<file path="config.mk">
export PLATFORM = sky130hd
export DESIGN_NAME = in_fm_tile_reader_flat
export DESIGN_NICKNAME = d
export VERILOG_FILES = /design/src/rtl/in_fm_tile_reader_if.sv /design/src/rtl/in_fm_tile_reader.sv /design/src/flat_wrapper.sv
export SDC_FILE = /design/constraint.sdc
export NUM_CORES = 1
export LEC_CHECK = 0
export BUFFER_PORTS_ARGS = -buffer_cell sky130_fd_sc_hd__buf_4
export CAP_MARGIN = 20
export CORE_MARGIN = 8
export CORE_UTILIZATION = 30
export CTS_BUF_LIST = sky130_fd_sc_hd__clkbuf_2 sky130_fd_sc_hd__clkbuf_4 sky130_fd_sc_hd__clkbuf_8
export DETAILED_ROUTE_END_ITERATION = 10
export PLACE_DENSITY = 0.55
export SKIP_LAST_GASP = 1
export SYNTH_ARGS = -nofsm -noshare
export SYNTH_HDL_FRONTEND = slang
export SYNTH_SLANG_ARGS = --single-unit
</file>
<file path="constraint.sdc">
create_clock -name clk -period 12.8 [get_ports clk]
set_input_delay 0.64 -clock clk [delete_from_list [all_inputs] [get_ports clk]]
set_output_delay 0.64 -clock clk [all_outputs]
set_load 0.01 [all_outputs]
</file>
<file path="src/rtl/in_fm_tile_reader_if.sv">
// Read-request / read-return / stream bundle between the tile reader, memory and the filter FIFO.
// Latency: n/a (wires only).
// Backpressure: rd_ready throttles requests; fifo_almost_full throttles new requests.
interface in_fm_tile_reader_if #(
    parameter int AW = 16,
    parameter int DW = 32
);
    logic          rd_req;
    logic [AW-1:0] rd_addr;
    logic          rd_ready;
    logic          rd_valid;
    logic [DW-1:0] rd_data;
    logic          fifo_almost_full;
    logic          fifo_push_tmp;
    logic [DW-1:0] data_to_fifo_tmp;

    // Reader side: issues requests, forwards returned words.
    modport master (
        output rd_req,
        output rd_addr,
        input  rd_ready,
        input  rd_valid,
        input  rd_data,
        input  fifo_almost_full,
        output fifo_push_tmp,
        output data_to_fifo_tmp
    );

    // Memory / FIFO side.
    modport slave (
        input  rd_req,
        input  rd_addr,
        output rd_ready,
        output rd_valid,
        output rd_data,
        output fifo_almost_full,
        input  fifo_push_tmp,
        input  data_to_fifo_tmp
    );
endinterface

</file>
<file path="src/rtl/in_fm_tile_reader.sv">
// Walks one input-feature-map tile (channel, row, column) issuing word reads; forwards returns in order.
// Latency: start -> first rd_req 1 cycle; rd_valid -> fifo_push_tmp 1 cycle; done 1 cycle after last push.
// Backpressure: no new request while MAX_OUTSTANDING in flight or fifo_almost_full; presented request held.
// Option: define IN_FM_READER_ADDR_CLAMP_EN to clamp coordinates to the feature map before addressing.
module in_fm_tile_reader #(
    parameter int AW              = 16,
    parameter int CW              = 16,
    parameter int DW              = 32,
    parameter int M               = 32,
    parameter int R               = 64,
    parameter int C               = 32,
    parameter int Tm              = 16,
    parameter int Tr              = 64,
    parameter int Tc              = 16,
    parameter int TILE_ROW_OFFSET = 2,
    parameter int MAX_OUTSTANDING = 8
) (
    input  logic                      clk,
    input  logic                      rst,
    input  logic                      start,
    input  logic [AW-1:0]             base_addr,
    input  logic [CW-1:0]             tile_base_m,
    input  logic [CW-1:0]             tile_base_row,
    input  logic [CW-1:0]             tile_base_col,
    in_fm_tile_reader_if.master       bus,
    output logic                      busy,
    output logic                      done
);

    // Words fetched per tile row, including the extra halo words.
    localparam int TCW = Tc + TILE_ROW_OFFSET;
    // Width of the in-flight counter; must hold MAX_OUTSTANDING itself.
    localparam int OW  = $clog2(MAX_OUTSTANDING + 1);
    // Address arithmetic width: at least 2*AW, and wide enough for a coordinate sum.
    localparam int XW  = (2 * AW > CW + 1) ? 2 * AW : CW + 1;

    typedef enum logic [1:0] {
        S_IDLE  = 2'd0,
        S_ISSUE = 2'd1,
        S_DRAIN = 2'd2,
        S_DONE  = 2'd3
    } state_t;

    state_t        state;
    logic [AW-1:0] base;
    logic [CW-1:0] bm;
    logic [CW-1:0] br;
    logic [CW-1:0] bc;
    // Coordinates of the request currently presented (or next to be presented when stalled).
    logic [CW-1:0] tc;
    logic [CW-1:0] tr;
    logic [CW-1:0] tm;
    logic [OW-1:0] outstanding;

    logic          accept;
    logic          ret;
    logic [OW-1:0] out_nxt;
    logic          stall_nxt;
    logic          last_req;
    logic          tc_wrap;
    logic          tr_wrap;
    logic [CW-1:0] nxt_tc;
    logic [CW-1:0] nxt_tr;
    logic [CW-1:0] nxt_tm;
    logic [AW-1:0] first_addr;
    logic [AW-1:0] cur_addr;
    logic [AW-1:0] nxt_addr;

    // Linear word address of a feature-map coordinate; result wraps mod 2^AW.
    function automatic logic [AW-1:0] gen_addr(
        input logic [AW-1:0] b,
        input logic [CW:0]   m,
        input logic [CW:0]   r,
        input logic [CW:0]   c
    );
        logic [XW-1:0] fm;
        logic [XW-1:0] fr;
        logic [XW-1:0] fc;
        logic [XW-1:0] lin;
        fm = XW'(m);
        fr = XW'(r);
        fc = XW'(c);
`ifdef IN_FM_READER_ADDR_CLAMP_EN
        if (fm > XW'(M - 1)) fm = XW'(M - 1);
        if (fr > XW'(R - 1)) fr = XW'(R - 1);
        if (fc > XW'(C - 1)) fc = XW'(C - 1);
`endif
        lin = (fm * XW'(R) + fr) * XW'(C) + fc;
        return b + lin[AW-1:0];
    endfunction

    // Handshake decode, in-flight bookkeeping and next-coordinate/next-address generation.
    always_comb begin
        accept    = bus.rd_req && bus.rd_ready;
        // A return with nothing in flight is stale (e.g. from before a reset) and is dropped.
        ret       = bus.rd_valid && (outstanding != '0);
        out_nxt   = outstanding;
        unique case ({accept, ret})
            2'b10:   out_nxt = outstanding + OW'(1);
            2'b01:   out_nxt = outstanding - OW'(1);
            default: out_nxt = outstanding;
        endcase
        stall_nxt = (out_nxt >= OW'(MAX_OUTSTANDING)) || bus.fifo_almost_full;

        tc_wrap   = (tc == CW'(TCW - 1));
        tr_wrap   = (tr == CW'(Tr - 1));
        last_req  = tc_wrap && tr_wrap && (tm == CW'(Tm - 1));
        nxt_tc    = tc_wrap ? '0 : tc + CW'(1);
        nxt_tr    = tc_wrap ? (tr_wrap ? '0 : tr + CW'(1)) : tr;
        nxt_tm    = (tc_wrap && tr_wrap) ? tm + CW'(1) : tm;

        first_addr = gen_addr(base_addr, {1'b0, tile_base_m}, {1'b0, tile_base_row},
                              {1'b0, tile_base_col});
        cur_addr   = gen_addr(base, {1'b0, bm} + {1'b0, tm}, {1'b0, br} + {1'b0, tr},
                              {1'b0, bc} + {1'b0, tc});
        nxt_addr   = gen_addr(base, {1'b0, bm} + {1'b0, nxt_tm}, {1'b0, br} + {1'b0, nxt_tr},
                              {1'b0, bc} + {1'b0, nxt_tc});
    end

    // Count accepted-but-unreturned requests.
    always_ff @(posedge clk or posedge rst) begin
        if (rst) begin
            outstanding <= '0;
        end else begin
            outstanding <= out_nxt;
        end
    end

    // Return path: one-cycle registered pass-through, no reordering or buffering.
    always_ff @(posedge clk or posedge rst) begin
        if (rst) begin
            bus.fifo_push_tmp    <= 1'b0;
            bus.data_to_fifo_tmp <= '0;
        end else begin
            bus.fifo_push_tmp    <= ret;
            bus.data_to_fifo_tmp <= bus.rd_data;
        end
    end

    // Tile sequencer: latches the origin, walks coordinates on accepts, drains, pulses done.
    always_ff @(posedge clk or posedge rst) begin
        if (rst) begin
            state       <= S_IDLE;
            bus.rd_req  <= 1'b0;
            bus.rd_addr <= '0;
            busy        <= 1'b0;
            done        <= 1'b0;
            base        <= '0;
            bm          <= '0;
            br          <= '0;
            bc          <= '0;
            tc          <= '0;
            tr          <= '0;
            tm          <= '0;
        end else begin
            done <= 1'b0;
            unique case (state)
                S_IDLE: begin
                    if (start) begin
                        state <= S_ISSUE;
                        busy  <= 1'b1;
                        base  <= base_addr;
                        bm    <= tile_base_m;
                        br    <= tile_base_row;
                        bc    <= tile_base_col;
                        tc    <= '0;
                        tr    <= '0;
                        tm    <= '0;
                        if (!stall_nxt) begin
                            bus.rd_req  <= 1'b1;
                            bus.rd_addr <= first_addr;
                        end
                    end
                end
                S_ISSUE: begin
                    if (accept) begin
                        if (last_req) begin
                            bus.rd_req <= 1'b0;
                            state      <= S_DRAIN;
                        end else begin
                            tc <= nxt_tc;
                            tr <= nxt_tr;
                            tm <= nxt_tm;
                            // Back-to-back issue when not stalled keeps one request per cycle.
                            bus.rd_req <= !stall_nxt;
                            if (!stall_nxt) bus.rd_addr <= nxt_addr;
                        end
                    end else if (!bus.rd_req && !stall_nxt) begin
                        bus.rd_req  <= 1'b1;
                        bus.rd_addr <= cur_addr;
                    end
                end
                S_DRAIN: begin
                    // outstanding==0 here means the final word is already on fifo_push_tmp.
                    if (outstanding == '0) begin
                        state <= S_DONE;
                        done  <= 1'b1;
                    end
                end
                S_DONE: begin
                    state <= S_IDLE;
                    busy  <= 1'b0;
                end
                default: state <= S_IDLE;
            endcase
        end
    end

endmodule

</file>
<file path="src/flat_wrapper.sv">
// flat-port wrapper written by rule: the top's interface ports become plain ports
module in_fm_tile_reader_flat 
#(
    parameter int AW              = 16,
    parameter int CW              = 16,
    parameter int DW              = 32,
    parameter int M               = 32,
    parameter int R               = 64,
    parameter int C               = 32,
    parameter int Tm              = 16,
    parameter int Tr              = 64,
    parameter int Tc              = 16,
    parameter int TILE_ROW_OFFSET = 2,
    parameter int MAX_OUTSTANDING = 8
)
  (clk, rst, start, base_addr, tile_base_m, tile_base_row, tile_base_col, busy, done, bus_rd_req, bus_rd_addr, bus_rd_ready, bus_rd_valid, bus_rd_data, bus_fifo_almost_full, bus_fifo_push_tmp, bus_data_to_fifo_tmp);
  in_fm_tile_reader_if #(.AW(AW), .DW(DW)) bus_i ();
  input  logic clk;
  input  logic rst;
  input  logic start;
  input  logic [AW-1:0] base_addr;
  input  logic [CW-1:0] tile_base_m;
  input  logic [CW-1:0] tile_base_row;
  input  logic [CW-1:0] tile_base_col;
  output logic busy;
  output logic done;
  output wire logic [$bits(bus_i.rd_req)-1:0] bus_rd_req;
  output wire logic [$bits(bus_i.rd_addr)-1:0] bus_rd_addr;
  input wire logic [$bits(bus_i.rd_ready)-1:0] bus_rd_ready;
  input wire logic [$bits(bus_i.rd_valid)-1:0] bus_rd_valid;
  input wire logic [$bits(bus_i.rd_data)-1:0] bus_rd_data;
  input wire logic [$bits(bus_i.fifo_almost_full)-1:0] bus_fifo_almost_full;
  output wire logic [$bits(bus_i.fifo_push_tmp)-1:0] bus_fifo_push_tmp;
  output wire logic [$bits(bus_i.data_to_fifo_tmp)-1:0] bus_data_to_fifo_tmp;
  assign bus_rd_req = bus_i.rd_req;
  assign bus_rd_addr = bus_i.rd_addr;
  assign bus_i.rd_ready = bus_rd_ready;
  assign bus_i.rd_valid = bus_rd_valid;
  assign bus_i.rd_data = bus_rd_data;
  assign bus_i.fifo_almost_full = bus_fifo_almost_full;
  assign bus_fifo_push_tmp = bus_i.fifo_push_tmp;
  assign bus_data_to_fifo_tmp = bus_i.data_to_fifo_tmp;
  in_fm_tile_reader #(.AW(AW), .CW(CW), .DW(DW), .M(M), .R(R), .C(C), .Tm(Tm), .Tr(Tr), .Tc(Tc), .TILE_ROW_OFFSET(TILE_ROW_OFFSET), .MAX_OUTSTANDING(MAX_OUTSTANDING)) u_core (.clk(clk), .rst(rst), .start(start), .base_addr(base_addr), .tile_base_m(tile_base_m), .tile_base_row(tile_base_row), .tile_base_col(tile_base_col), .bus(bus_i), .busy(busy), .done(done));
endmodule
</file>
==> results.txt, run 1 <==
The count of standard-cell rows is between 70 and 80. The number of vias per cell after detailed routing is between 4 and 5. The non-filler instance count after layout is 1872.

The fraction of met2 tracks used by global routing is 0.221. The via count of the first global-routing pass is between 9000 and 10000. Among cell families on the critical path, the largest total delay comes from adder cells. The relative max-transition margin is 0.349. In the synthesized netlist the async set-or-reset flop fraction comes to 1.00. The largest stage delay on the critical path is roughly 620 ps. The achievable clock frequency is approximately 150 MHz. The placeable core region came out at between 30000 and 40000 um2.

The count of final hold-check violations came to 0. The data required time of the critical path came out at ~13000 ps. The CTS buffer count came out at 17.

The clock period minus final worst setup slack is approximately 6700 ps. In this run the horizontal extent of the chip is 216 um. The worst setup path is of the flip-flop to flip-flop kind. The number of synthesized flops with an enable pin came out at 0. The detailed placer's ending HPWL is 25.0 mm. The count of filler cells inserted in the layout came out at between 4000 and 5000.

The largest net degree at the start of global routing is between 100 and 150. By instance count, the cell type seen most on the critical path is sky130_fd_sc_hd__xnor2_1. In this run the number of H-tree levels came out at 4.

The clock tree buffer depth is 2. Counting instances in the post-synthesis netlist gives the leading cell types as 154 x sky130_fd_sc_hd__dfrtp_1, 150 x sky130_fd_sc_hd__inv_1, 106 x sky130_fd_sc_hd__ha_1, 83 x sky130_fd_sc_hd__nand2_1, 77 x sky130_fd_sc_hd__fa_1. The full die area is 46500 um2.

In this run the worst hold path is classified as input port to flip-flop. The largest individual stage delay along the critical path comes from the cell sky130_fd_sc_hd__nor3_2. Setup repair after global routing left no endpoint under its margin. The post-cts repair resize count is 0. Traced cell by cell, the critical path runs through inv_1 > ha_1 > and4bb_2 > nand4_1 > nor3_2 > nand2_1 > xnor2_1 > ha_1 > xor2_1 > fa_1 > inv_1 > ha_1 > a21oi_1 > xnor2_1 > fa_1 > inv_1 > fa_1 > xnor2_1 > xnor2_1 > xnor3_1 > xnor2_1 > xnor3_1 > xnor2_1 > a211oi_1. The total standard cell area after synthesis is 11900 um2. The first-pass GRT wire length is 51.2 mm. The final design area excluding fillers is ~14000 um2. The peak-usage layer in the global routing report is met2.

The number of primary I/O pins is 154. Ranked by total cell area, the synthesized netlist is headed by sky130_fd_sc_hd__dfrtp_1 32%, sky130_fd_sc_hd__fa_1 13%, sky130_fd_sc_hd__ha_1 11%. The number of detailed-routing iterations run before antenna repair is 5. The maximum fanout encountered on the critical timing path came out at 11. The root buffer cell chosen for the clock tree is sky130_fd_sc_hd__clkbuf_8. The met1 layer usage reported by global route came out at 0.188. The count of buffer and inverter cells on the critical path came out at 3. The share of cells above drive strength 1 is 0.182. At the end of the flow, the number of nets in the layout was around 1600. The number of slew-limit violations in the final report is 0. The total setup violations reported at the end of the flow came out at 0. The repair_antennas step left the layout with diodes totalling 0.

The main flop type after synthesis is sky130_fd_sc_hd__dfrtp_1. Summed over all instances, the cell type with the most area after synthesis is sky130_fd_sc_hd__dfrtp_1. The average wire per cell in the routed design came out at 16.8 um.

The clock latency on the worst-skew pair is approximately 520 ps. For this block, the routed nets add up to 31.4 mm of wire. The transition at the pin with the smallest max-transition slack is a little under 1000 ps. The final antenna-violating net count is 0. The final clock skew is between 20 and 25 ps. TritonCTS built the clock tree.

From synthesis to final layout, the design area changed by 17.6%. For this run, the total global-route usage over all layers was measured as 0.139. The count of input and output buffers came out at about 140. Dividing the final minimum period by the clock period gives 0.527.

The count of synthesis-stage warnings from yosys is 0. After the first detailed-routing iteration, the DRC count stood at 447. STA classifies the critical path endpoint as a flip-flop.

The via count of the routed design came out at between 8000 and 9000. The signal arrival time at the worst endpoint came out at between 7000 and 8000 ps. The buffers inserted during post-CTS setup optimization came out at 0. The synthesized netlist contains 64 unique library cells. The number of violations of the max-capacitance limit came out at 0.

The sequential fraction of the synthesis area came out at 0.323. The initial antenna violation count was 0. The count of placed standard cells including taps is approximately 1800. The count of unresolved DRC violations after routing is 0. The top-area cell type share of the netlist area is 0.323. The mean area per synthesized cell is around 10 um2. The synthesized netlist cell count is 1198. The placed instance area is 13600 um2.

The count of hold-fix buffers inserted at cts is 0. The routability congestion estimate came out at approximately 0.8. The sum of negative setup slack came out at 0 ps.

The flow ran to the end, and the final reports show no timing, DRC or antenna violations. The clock-pin slew of the registers on the worst-case setup and hold paths is approximately 90 ps. The most frequent cell after synthesis is sky130_fd_sc_hd__dfrtp_1. The final global-route overflow total is 0.

The number of clock sinks seen by CTS is approximately 150. The number of nets in the synthesized netlist is 1483. The nature of the critical path startpoint is a flip-flop. The initial cell density of the core came out at 0.302.

The met3 capacity usage during global routing came out at 0.0276. The floorplan step set the die height to 216 um. The register bit total from synthesis is between 150 and 200.
==> sequential cells by signal (all words and copies together) (netlist names) <==
signal	flops
u_core.base	16
u_core.bc	16
u_core.bm	5
u_core.br	11
u_core.bus.data_to_fifo_tmp	32
u_core.bus.fifo_push_tmp	1
u_core.bus.rd_addr	16
u_core.bus.rd_req	1
u_core.busy	1
u_core.done	1
u_core.outstanding	4
u_core.state	2
u_core.tc	16
u_core.tm	16
u_core.tr	16
==> path summary, 6_finish.rpt <==
check | start | depth (start not counted) | to | slack [ps]
setup / recovery | u_core.tc[1]$_DFFE_PP0P_ | 24 | u_core.bus.rd_addr[15]$_DFFE_PP0P_ | 6050
hold / removal | bus_rd_data[26] | 1 | u_core.bus.data_to_fifo_tmp[26]$_DFF_PP0_ | 230
setup reg to reg | u_core.tc[1]$_DFFE_PP0P_ | 24 | u_core.bus.rd_addr[15]$_DFFE_PP0P_ | 6050
hold reg to reg | u_core.bus.rd_addr[9]$_DFFE_PP0P_ | 1 | u_core.bus.rd_addr[9]$_DFFE_PP0P_ | 500
max in group asynchronous | rst | 3 | u_core.bus.rd_addr[15]$_DFFE_PP0P_ | 11080
min in group asynchronous | rst | 2 | u_core.bus.data_to_fifo_tmp[29]$_DFF_PP0_ | 320
==> per-layer routing <==
layer / up-vias / wire (um)
met5: - / 0
li1: 4359 / -
met1: 4338 / 15000
met3: 28 / 1180
met4: 0 / 624
met2: 173 / 14600
==> per-stage QoR <==
| stage | hold WS [ps] | utilization | setup WS (ps) |
|---|---|---|---|
| floorplan | 479 | - | 7190 |
| global placement | 481 | 0.343 | 6170 |
| detailed placement | 491 | 0.343 | 6070 |
| CTS | 180 | 0.355 | 6020 |
| global route | 175 | 0.355 | 5550 |
| finish | 228 | 0.355 | 6050 |
==> cells in the final DEF (no fill, tap or decap), drive strengths merged, types with 4 or more instances in the layout <==
cell    Yosys  final
or3        13     13
clkbuf     16     21
o21bai     10     10
nand4      12     12
a21oi      55     55
nor2       71     71
a31oi       7      7
buf        12    145
o21a        7      7
ha        106    106
a21o       22     22
clkinv      0      4
inv       150    153
mux2       47     47
xor2       29     29
bufinv      0      4
nor2b       8      8
nand3      43     43
nand2      83     83
o21ai      54     54
nor3       25     25
dfrtp     154    154
o211ai      8      8
a211oi      7      7
mux2i      10     10
o31ai      13     13
fa         77     77
and4        4      4
or2         4      4
and3       15     15
and2        7      7
nor4       11     11
nand2b      6      6
xnor2      74     74
==> cell type report <==
| type | instances | area (um2) | share of cell area |
|---|---|---|---|
| clock inverter | 11 | 181 | 0.0129 |
| inverter | 150 | 568 | 0.0404 |
| tap | 525 | 657 | 0.0467 |
| multi-input combinational | 866 | 7410 | 0.528 |
| clock buffer | 21 | 289 | 0.0206 |
| sequential | 154 | 3850 | 0.274 |
| timing repair buffer | 145 | 1090 | 0.0775 |
==> logic make-up (layout without fill, tap and decap cells) <==
group | after synthesis | in the layout | share of synthesized area
xor gates and xnor gates | 106 | 106 | 0.0812
adders and majority gates | 183 | 183 | 0.240
buffers and inverters | 178 | 327 | 0.0571
AOI/OAI and AO/OA | 208 | 208 | 0.111
DFF | 154 | 154 | 0.323
and+or+nand+nor | 312 | 312 | 0.135
muxes | 57 | 57 | 0.0527
Power of run 1 is left out: the tool's default activity adds up to more than one toggle a clock period on the data nets, which glitch-free logic cannot reach.
==> run 2: changes to the inputs <==
Clock period 12.8 ns to 7 ns, I/O delays scaled along.
==> results.txt, run 2 (same netlist as run 1, synthesis figures left out) <==
Outcome: finished clean (unchanged). The initial antenna violation count is 1 (was 0). The DRC marker count from the first detailed-route iteration came to 553 (was 447). The count of input and output buffers was 137 (unchanged). The start-to-end type of the worst setup path is flip-flop to flip-flop (unchanged). The count of unresolved DRC violations after routing came to 0 (unchanged). The detailed placer's ending HPWL came out at 25.0 mm (about the same). The transition at the pin with the smallest max-transition slack is 870 ps (was 977 ps).

The placement-stage worst setup slack is 608 ps (was 6070 ps). The endpoint kind of the worst setup timing path is a flip-flop (unchanged). The sum of negative setup slack came to 0 ps (unchanged). The via count of the first global-routing pass came out at 9600 (was 9351).

The critical path depth in cells is 24 (unchanged). The final antenna-violating net count came out at 0 (unchanged). The commonest non-fill, non-tap cell in the layout is sky130_fd_sc_hd__dfrtp_1 (unchanged). Unrepaired setup endpoints after global routing: no (unchanged). The final-stage net count is 1653 (was 1619). The H-tree depth is 4 (unchanged).

The number of detailed-routing iterations run before antenna repair came out at 5 (unchanged). The worst min-delay path class is input port to asynchronous set/reset pin (was input port to flip-flop). The achievable clock frequency came out at 156 MHz (was 148 MHz). The routability congestion estimate was 0.834 (was 0.802).

The width of the die is 216 um (unchanged). The clock period minus final worst setup slack is 6420 ps (was 6750 ps). The number of violations of the max-capacitance limit is 0 (unchanged). The clock-pin slew of the registers on the worst-case setup and hold paths came out at 90 ps (about the same).

The CTS buffer count came out at 17 (unchanged). The worst reg2reg path depth came to 24 (unchanged). The count of filler cells inserted in the layout is 4000 (was 4037).

The post-route core utilization came to 0.363 (was 0.355). Commonest non-fill, non-tap cells in the layout: 154 x sky130_fd_sc_hd__dfrtp_1, 149 x sky130_fd_sc_hd__inv_1, 147 x sky130_fd_sc_hd__buf_4 (was 154 x sky130_fd_sc_hd__dfrtp_1, 149 x sky130_fd_sc_hd__inv_1, 145 x sky130_fd_sc_hd__buf_4). The signal arrival time at the worst endpoint is 6840 ps (was 7160 ps).

The CTS tree is built (unchanged). The via count of the routed design came out at 9051 (was 8898). The initial cell density of the core was 0.302 (unchanged). The count of buffer and inverter cells on the critical path came out at 3 (unchanged). The first-pass GRT wire length is 52.5 mm (was 51.2 mm).

The data required time of the critical path came to 7420 ps (was 13210 ps). The total setup violations reported at the end of the flow came out at 0 (unchanged). The vertical extent of the die is 216 um (unchanged). The average wire per cell in the routed design is 16.8 um (about the same). The final worst slack came out at 577 ps (was 6050 ps). The critical path's top delay family is adder cells (unchanged). The number of clock sinks seen by CTS is 154 (unchanged). The clock tree buffer depth is 2 (unchanged). The number of flip-flops under the largest register name came out at 32 (unchanged). The largest stage delay on the critical path came out at 570 ps (was 620 ps). The maximum fanout encountered on the critical timing path came out at 7 (was 11).

The slowest library cell on the worst path is sky130_fd_sc_hd__nor3_2 (unchanged). The most prevalent standard cell on the critical path is sky130_fd_sc_hd__xnor2_1 (unchanged). The count of final hold-check violations came to 0 (unchanged). The register with the highest flop count is u_core.bus.data_to_fifo_tmp (unchanged). The area growth from synthesis to final layout came to 20.3% (was 17.6%). CP Cell Sequence: inv_1 > ha_1 > and4bb_2 > nand4_1 > nor3_2 > nand2_1 > xnor2_1 > ha_1 > xor2_1 > fa_1 > inv_1 > ha_1 > a21oi_1 > xnor2_1 > fa_1 > inv_1 > fa_1 > xnor2_1 > xnor2_1 > xnor3_1 > xnor2_1 > xnor3_1 > xnor2_1 > a211oi_1 (unchanged). The clock latency on the worst-skew pair is 510 ps (was 520 ps).

The period utilization is 0.918 (was 0.527). The share of cells above drive strength 1 came out at 0.179 (was 0.182). The placeable core region is 39500 um2 (unchanged). The smallest hold slack came out at 25.2 ps (was 228 ps). The final clock skew came out at 20.0 ps (was 21.3 ps). The cell chosen for the clock root is sky130_fd_sc_hd__clkbuf_8 (unchanged). The largest net degree at the start of global routing came out at 93 (was 102). The final global-route overflow total is 0 (unchanged). The full die area is 46500 um2 (unchanged). The overall track demand over capacity in global routing came out at 0.143 (was 0.139).

The post-cts repair resize count is 0 (unchanged). The nature of the critical path startpoint was a flip-flop (unchanged). The relative max-transition margin came out at 0.420 (was 0.349).

The total length of routed wires is 32.0 mm (was 31.4 mm). The number of vias per cell after detailed routing is 4.75 (about the same). The number of slew-limit violations in the final report is 0 (unchanged). The number of primary I/O pins came out at 154 (unchanged).

The count of standard-cell rows is 73 (unchanged).
## run 2: cell count changes in the layout (fill, tap and decap cells not counted), sizes merged
cell and change:
bufinv -1, dlygate4sd3 +32, buf +2, diode +1, clkinv +1
## run 2: worst paths after layout
check / startpoint / to / slack [ps]
hold / removal: rst / u_core.bus.data_to_fifo_tmp[7]$_DFF_PP0_ / 30
setup reg to reg: u_core.tc[1]$_DFFE_PP0P_ / u_core.bus.rd_addr[15]$_DFFE_PP0P_ / 580
min in group clk: tile_base_m[2] / u_core.bm[2]$_DFFE_PP0P_ / 90
max in group asynchronous: rst / u_core.tr[7]$_DFFE_PP0P_ / 5540
setup / recovery: u_core.tc[1]$_DFFE_PP0P_ / u_core.bus.rd_addr[15]$_DFFE_PP0P_ / 580
hold reg to reg: u_core.base[0]$_DFFE_PP0P_ / u_core.base[0]$_DFFE_PP0P_ / 510
## run 2: routing by layer
metal | up-vias | GRT usage | wire length [um]
met4 | 0 | 0.0490 | 652
met1 | 4434 | 0.192 | 15100
met3 | 33 | 0.0285 | 1360
met2 | 170 | 0.227 | 14900
met5 | - | 0 | 0
li1 | 4414 | - | -
## run 2: timing repair
action,4_1_cts,5_1_grt
endpoints found under the hold margin,32,0
buffers inserted,0,0
hold buffers,32,0
## run 2: stage by stage
| stage | std cells | instance area [um2] |
|---|---|---|
| final | 1907 | 14400 |
| after global routing | 1907 | 14400 |
| after CTS | 1906 | 14400 |
| after detailed placement | 1842 | 13600 |
| after global placement | 1842 | 13600 |
| after floorplan | 1198 | 11900 |
## run 2: cell type report
| type | instances | area, um2 | area share |
|---|---|---|---|
| inverters | 150 | 568 | 0.0395 |
| repair buffers | 179 | 1420 | 0.0991 |
| multi-input cells | 866 | 7410 | 0.516 |
| diodes | 1 | 2.50 | 0.000174 |
| flip-flops and latches | 154 | 3850 | 0.268 |
| clock buffers | 21 | 289 | 0.0201 |
| well taps | 525 | 657 | 0.0457 |
| clock inverters | 11 | 159 | 0.0111 |
## run 2: worst register-to-register path: stages (launching register included)
cell                       delay, ps
sky130_fd_sc_hd__dfrtp_1         490
sky130_fd_sc_hd__inv_1           100
sky130_fd_sc_hd__ha_1            150
sky130_fd_sc_hd__and4bb_2        230
sky130_fd_sc_hd__nand4_1         350
sky130_fd_sc_hd__nor3_2          570
sky130_fd_sc_hd__nand2_1         170
sky130_fd_sc_hd__xnor2_1         300
sky130_fd_sc_hd__ha_1            330
sky130_fd_sc_hd__xor2_1          190
sky130_fd_sc_hd__fa_1            480
sky130_fd_sc_hd__inv_1            40
sky130_fd_sc_hd__ha_1            330
sky130_fd_sc_hd__a21oi_1         180
sky130_fd_sc_hd__xnor2_1         100
sky130_fd_sc_hd__fa_1            480
sky130_fd_sc_hd__inv_1            50
sky130_fd_sc_hd__fa_1            400
sky130_fd_sc_hd__xnor2_1         180
sky130_fd_sc_hd__xnor2_1         160
sky130_fd_sc_hd__xnor3_1         260
sky130_fd_sc_hd__xnor2_1         190
sky130_fd_sc_hd__xnor3_1         250
sky130_fd_sc_hd__xnor2_1         150
sky130_fd_sc_hd__a211oi_1        220
Power of run 2 is left out for the same reason.
